**config.mk**
```make
export PLATFORM = sky130hd
export DESIGN_NAME = fifo_sync_flags_flat
export DESIGN_NICKNAME = d
export VERILOG_FILES = /design/src/rtl/fifo_sync_flags_if.sv /design/src/rtl/fifo_sync_flags.sv /design/src/flat_wrapper.sv
export SDC_FILE = /design/constraint.sdc
export NUM_CORES = 1
export LEC_CHECK = 0
export ABC_AREA = 0
export ABC_CLOCK_PERIOD_IN_PS = 2450
export BUFFER_PORTS_ARGS = -buffer_cell sky130_fd_sc_hd__buf_2
export CORE_ASPECT_RATIO = 0.5
export CORE_MARGIN = 2
export CORE_UTILIZATION = 31
export DETAILED_ROUTE_END_ITERATION = 10
export SYNTH_ARGS = -nofsm -noshare
export SYNTH_HDL_FRONTEND = slang
export SYNTH_SLANG_ARGS = --single-unit
export TNS_END_PERCENT = 100
```
**constraint.sdc**
```tcl
create_clock -name clk -period 2.45 [get_ports clk]
set_input_delay 0.245 -clock clk [delete_from_list [all_inputs] [get_ports clk]]
set_output_delay 0.245 -clock clk [all_outputs]
set_load 0.005 [all_outputs]
```
**src/rtl/fifo_sync_flags_if.sv**
```systemverilog
`default_nettype none
// ============================================================================
// Module   : fifo_sync_flags_if
// Brief    : Handshake, data and status bundle for fifo_sync_flags.
// Revision : 1.0 - initial release
// ============================================================================
interface fifo_sync_flags_if #(
    parameter int WIDTH = 8,
    parameter int ADDR  = 3
);
    logic             winc;
    logic [WIDTH-1:0] wdata;
    logic             rinc;
    logic             clr_err;
    logic [WIDTH-1:0] rdata;
    logic             wfull;
    logic             rempty;
    logic             afull;
    logic             aempty;
    logic [ADDR:0]    count;
    logic             ovf;
    logic             udf;

    modport master (
        output winc, wdata, rinc, clr_err,
        input  rdata, wfull, rempty, afull, aempty, count, ovf, udf
    );

    modport slave (
        input  winc, wdata, rinc, clr_err,
        output rdata, wfull, rempty, afull, aempty, count, ovf, udf
    );
endinterface
`default_nettype wire

```
**src/rtl/fifo_sync_flags.sv**
```systemverilog
`default_nettype none
// ============================================================================
// Module   : fifo_sync_flags
// Brief    : Single-clock FIFO with occupancy count, threshold flags and
//            sticky overflow/underflow; registered or FWFT read port.
// Revision : 1.0 - initial release
// ============================================================================
module fifo_sync_flags #(
    parameter int WIDTH     = 8,
    parameter int ADDR      = 3,
    parameter int DEPTH     = 8,
    parameter int AFULL_TH  = 6,
    parameter int AEMPTY_TH = 2,
    parameter int FWFT      = 0
) (
    input  wire             clk,
    input  wire             rst_n,
    fifo_sync_flags_if.slave bus
);

    localparam logic [ADDR:0]   c_DEPTH   = DEPTH[ADDR:0];
    localparam logic [ADDR:0]   c_AFULL   = AFULL_TH[ADDR:0];
    localparam logic [ADDR:0]   c_AEMPTY  = AEMPTY_TH[ADDR:0];
    localparam logic [ADDR:0]   c_CNT_ONE = 1;
    localparam logic [ADDR-1:0] c_PTR_ONE = 1;

    logic [WIDTH-1:0] r_mem [DEPTH];
    logic [ADDR-1:0]  r_wptr;
    logic [ADDR-1:0]  r_rptr;
    logic [ADDR:0]    r_count;
    logic             r_ovf;
    logic             r_udf;

    logic             w_full;
    logic             w_empty;
    logic             w_wr_ok;
    logic             w_rd_ok;

    // All flags decode from the registered count, so they are glitch-free.
    assign w_full  = (r_count == c_DEPTH);
    assign w_empty = (r_count == '0);

    // A full FIFO never passes a write through and an empty one never
    // bypasses a read, even when the opposite side is active.
    assign w_wr_ok = bus.winc & ~w_full;
    assign w_rd_ok = bus.rinc & ~w_empty;

    always_ff @(posedge clk) begin
        if (w_wr_ok) begin
            r_mem[r_wptr] <= bus.wdata;
        end
    end

    always_ff @(posedge clk or negedge rst_n) begin
        if (!rst_n) begin
            r_wptr  <= '0;
            r_rptr  <= '0;
            r_count <= '0;
        end else begin
            if (w_wr_ok) begin
                r_wptr <= r_wptr + c_PTR_ONE;
            end
            if (w_rd_ok) begin
                r_rptr <= r_rptr + c_PTR_ONE;
            end
            case ({w_wr_ok, w_rd_ok})
                2'b10:   r_count <= r_count + c_CNT_ONE;
                2'b01:   r_count <= r_count - c_CNT_ONE;
                default: r_count <= r_count;
            endcase
        end
    end

    // Set beats clear so an error in the clearing cycle is never lost.
    always_ff @(posedge clk or negedge rst_n) begin
        if (!rst_n) begin
            r_ovf <= 1'b0;
            r_udf <= 1'b0;
        end else begin
            if (bus.winc && w_full) begin
                r_ovf <= 1'b1;
            end else if (bus.clr_err) begin
                r_ovf <= 1'b0;
            end
            if (bus.rinc && w_empty) begin
                r_udf <= 1'b1;
            end else if (bus.clr_err) begin
                r_udf <= 1'b0;
            end
        end
    end

    generate
        if (FWFT != 0) begin : g_fwft
            assign bus.rdata = r_mem[r_rptr];
        end else begin : g_reg_read
            logic [WIDTH-1:0] r_rdata;

            always_ff @(posedge clk or negedge rst_n) begin
                if (!rst_n) begin
                    r_rdata <= '0;
                end else if (w_rd_ok) begin
                    r_rdata <= r_mem[r_rptr];
                end
            end

            assign bus.rdata = r_rdata;
        end
    endgenerate

    assign bus.wfull  = w_full;
    assign bus.rempty = w_empty;
    assign bus.afull  = (r_count >= c_AFULL);
    assign bus.aempty = (r_count <= c_AEMPTY);
    assign bus.count  = r_count;
    assign bus.ovf    = r_ovf;
    assign bus.udf    = r_udf;

endmodule
`default_nettype wire

```
**src/flat_wrapper.sv**
```systemverilog
// flat-port wrapper written by rule: the top's interface ports become plain ports
module fifo_sync_flags_flat 
#(
    parameter int WIDTH     = 8,
    parameter int ADDR      = 3,
    parameter int DEPTH     = 8,
    parameter int AFULL_TH  = 6,
    parameter int AEMPTY_TH = 2,
    parameter int FWFT      = 0
)
  (clk, rst_n, bus_winc, bus_wdata, bus_rinc, bus_clr_err, bus_rdata, bus_wfull, bus_rempty, bus_afull, bus_aempty, bus_count, bus_ovf, bus_udf);
  fifo_sync_flags_if #(.WIDTH(WIDTH), .ADDR(ADDR)) bus_i ();
  input  wire clk;
  input  wire rst_n;
  input wire logic [$bits(bus_i.winc)-1:0] bus_winc;
  input wire logic [$bits(bus_i.wdata)-1:0] bus_wdata;
  input wire logic [$bits(bus_i.rinc)-1:0] bus_rinc;
  input wire logic [$bits(bus_i.clr_err)-1:0] bus_clr_err;
  output wire logic [$bits(bus_i.rdata)-1:0] bus_rdata;
  output wire logic [$bits(bus_i.wfull)-1:0] bus_wfull;
  output wire logic [$bits(bus_i.rempty)-1:0] bus_rempty;
  output wire logic [$bits(bus_i.afull)-1:0] bus_afull;
  output wire logic [$bits(bus_i.aempty)-1:0] bus_aempty;
  output wire logic [$bits(bus_i.count)-1:0] bus_count;
  output wire logic [$bits(bus_i.ovf)-1:0] bus_ovf;
  output wire logic [$bits(bus_i.udf)-1:0] bus_udf;
  assign bus_i.winc = bus_winc;
  assign bus_i.wdata = bus_wdata;
  assign bus_i.rinc = bus_rinc;
  assign bus_i.clr_err = bus_clr_err;
  assign bus_rdata = bus_i.rdata;
  assign bus_wfull = bus_i.wfull;
  assign bus_rempty = bus_i.rempty;
  assign bus_afull = bus_i.afull;
  assign bus_aempty = bus_i.aempty;
  assign bus_count = bus_i.count;
  assign bus_ovf = bus_i.ovf;
  assign bus_udf = bus_i.udf;
  fifo_sync_flags #(.WIDTH(WIDTH), .ADDR(ADDR), .DEPTH(DEPTH), .AFULL_TH(AFULL_TH), .AEMPTY_TH(AEMPTY_TH), .FWFT(FWFT)) u_core (.clk(clk), .rst_n(rst_n), .bus(bus_i));
endmodule
```
==> key figures <==
Run status
  • Outcome: finished, final reports clean

Die
  • Chip Width: roughly 150 um
  • Cell Rows: 27
  • DIE AREA: approximately 12000 um2
  • Starting density of the core: 31.65%
  • CORE AREA: 10950 um2
  • Die Y: roughly 80 um
  • I/O pin count: 31

Timing
  • Max-slew violations: 0
  • Clk_skew: ~0.0082 ns
  • Fin worst setup slack: just over 0.2 ns
  • Fmax: roughly 0.45 GHz
  • Crit share post-route: about nine tenths
  • RSZ-0062 raised after global routing: false
  • Final hold violation count: 0
  • Tmin final: between 2 and 2.5 ns
  • Setup violators final: 0
  • Slew @ Worst Pin: 0.6924 ns
  • Max-slew headroom: between 50 and 60%
  • Final setup TNS: 0 ns

Worst setup path
  • Crit Path Class: reg2reg
  • WP data required: 2.66 ns
  • Critical-path maximum fanout: 8
  • Flop2flop setup slack: roughly 0.21 ns
  • CP Capture Point: u_core.bus.count[2]
  • R2R depth: 10
  • Crit path arrival time: about 2.5 ns
  • Worst reg2reg endpoint: u_core.bus.count[2]
  • Worst Setup SP: u_core.bus.count[0]
  • Crit Reg-Reg Startpoint: u_core.bus.count[0]
  • Worst setup SP type: flip-flop
  • Critical path capture point type: flip-flop

Power
  • Overall power: 0.004928 W
  • Worst IR Drop VDD: between 0.4 and 0.5 mV
  • Leak: 1.562 nW
  • Power density over cell area: approximately 1200 nW/um2

Synthesis
  • Flops & latches, synth: 84
  • Synth Warn #: 0
  • Gate Count Post-Synth: 220
  • Syn_area_per_cell: approximately 16 um2
  • Area of the mapped netlist: about 3500 um2
  • Netlist cell types: 34
  • Post-synthesis sequential area ratio: 69.92%
  • Synth Net Count: between 200 and 250

Clock network
  • CTS Buf Count: 9
  • Clock Sinks: 84
  • H-tree levels: 3
  • CTS tree: yes
  • Clock buffer depth: 2
  • Reg clk slew, reported paths: about 0.06 ns
  • Post-CTS Setup Inserts: 0
  • Clk_lat worst skew: between 0.3 and 0.4 ns
  • CTS root buffer: clkbuf_16

Global route
  • Initial antenna violation count: 0
  • GRT Total Usage: 10.89%
  • First-pass GRT wire length: between 9 and 10 mm
  • Number of global-route vias before repair: 2004
  • Largest net degree at the start of global routing: 28
  • Congestion Overflow GR: 0

Cells and area
  • Ant diodes: 0
  • Layout net count: 284
  • Share of cells above drive strength 1: between 30% and 40%
  • Layout area overhead: 19.47%
  • Final core occ: between 30% and 40%

Place
  • Detailed Place HPWL: approximately 4.3 mm
  • Pre-CTS setup slack: approximately 0.076 ns
  • PortBufs: 30
  • Routability cong.: slightly below 0.8

Drt
  • DR vias/cell: around 4.6
  • TritonRoute pass-1 iters: 4
  • Drt initial violations: about 130
  • # DRC: 0
  • Final wirelength: about 6.1 mm
  • Antenna viol nets, final: 0
  • Avg WL per Cell: ~15 um
  • Via count: 1924

Worst hold path
  • Hold depth: 2
  • Hold WC Path Type: in2reg

Flow run
  • Max Cap Viol: 0
==> repair_timing <==
item,in CTS,in global routing
endpoints found under the hold margin,20,0
endpoints found under the setup margin,0,2
resized for setup,0,4
hold buffers,1,0
==> worst max-delay path, stage by stage, from the launching register on <==
cell     delay [ns]
dfrtp_2        0.46
nor4b_4        0.32
nor2b_1        0.14
inv_2          0.15
ha_2           0.26
xor2_1         0.08
ha_1           0.17
a21oi_1        0.16
xor2_1         0.17
nor2_1         0.07
xor2_1         0.15
==> final cells by class <==
class | instances | area [um2]
Clock buffer | 9 | 225.2
Clock inverter | 7 | 76.32
Fill cell | 1028 | 6807
Inverter | 4 | 15.01
Multi-Input combinational cell | 122 | 950.9
Sequential cell | 84 | 2425
Tap cell | 145 | 181.4
Timing Repair Buffer | 45 | 265.3
==> kinds of logic after synthesis <==
family                   count (synthesis)  synth area share, %
flip-flops                              84                69.92
adder cells (fa/ha/maj)                  5                1.806
XOR/XNOR                                 9                2.275
multiplexers                            33                10.15
buffers and inverters                   14                2.961
AND/OR/NAND/NOR                         44                6.681
AO/OA/AOI/OAI                           31                6.212
==> worst min path at each step <==
| stage | startpoint | end | slack, ns |
|---|---|---|---|
| after floorplan | rst_n | u_core.bus.count[0] | -0.05 |
| after global placement | rst_n | u_core.bus.count[0] | 0.20 |
| after detailed placement | rst_n | u_core.bus.count[0] | 0.23 |
| after CTS | bus_clr_err | u_core.bus.ovf | 0.09 |
| after global routing | bus_clr_err | u_core.bus.ovf | 0.09 |
| final | bus_clr_err | u_core.bus.ovf | 0.11 |
==> power breakdown <==
group          internal, W  switching [W]  leakage, nW
Clock             0.000723       0.000593        0.149
Sequential         0.00186       0.000204        0.820
Combinational     0.000734       0.000811        0.593
==> routing by layer <==
layer	track usage, %	share of wire (%)	up-vias
li1	-	-	930
met3	4.094	3.0	5
met2	20.13	53	23
met1	11.54	42	966
met5	0	0	-
met4	3.853	1.5	0
==> state kept, by name (all words and copies together), names as in the netlist <==
signal / count
u_core.bus.count: 4
u_core.bus.ovf: 1
u_core.r_rptr: 3
u_core.r_wptr: 3
u_core.r_mem: 64
u_core.bus.rdata: 8
u_core.bus.udf: 1
==> placed cells by master (no fill, tap or decap), types with 2 or more instances in the layout <==
master and instances:
edfxtp_1 64, buf_2 30, nand2_1 21, dfrtp_1 18, mux2_2 17, mux2i_1 16, buf_4 14, clkbuf_16 9
o22ai_1 8, a221o_1 8, o21ai_1 7, nor2_1 6, nand2b_1 5, xnor2_1 5, xor2_1 4, nor3_1 4
ha_1 4, o21ai_0 3, inv_8 3, nor2b_1 2, inv_2 2, inv_1 2, clkinv_4 2, dfrtp_2 2
==> cell usage after synthesis, drive strengths merged <==
cell	count	share of area [%]
nand4	1	0.18
nor3	4	0.58
edfxtp	64	55
nor4bb	1	0.29
nand3b	1	0.22
o22ai	8	1.4
nor4	2	0.79
xor2	4	1.0
nand2b	5	0.90
a31oi	1	0.18
dfrtp	20	14
nor2b	2	0.36
nor4b	1	0.43
a211oi	1	0.22
mux2	17	5.5
a221o	8	2.3
inv	4	0.43
o21ai	11	1.7
ha	5	1.8
nor2	6	0.65
mux2i	16	4.6
a21oi	1	0.14
nand2	21	2.3
xnor2	5	1.3
buf	10	2.5
a21o	1	0.22
==> per-stage QoR <==
| stage | hold slack (ns) | std cells | area (um2) |
|---|---|---|---|
| finish | 0.1060 | 416 | 4139 |
| global route | 0.09070 | 416 | 4139 |
| CTS | 0.09184 | 416 | 4125 |
| detailed placement | 0.2279 | 399 | 3814 |
| global placement | 0.2045 | 399 | 3814 |
| floorplan | -0.05059 | 220 | 3465 |
Power figures use the tool's default switching activity.
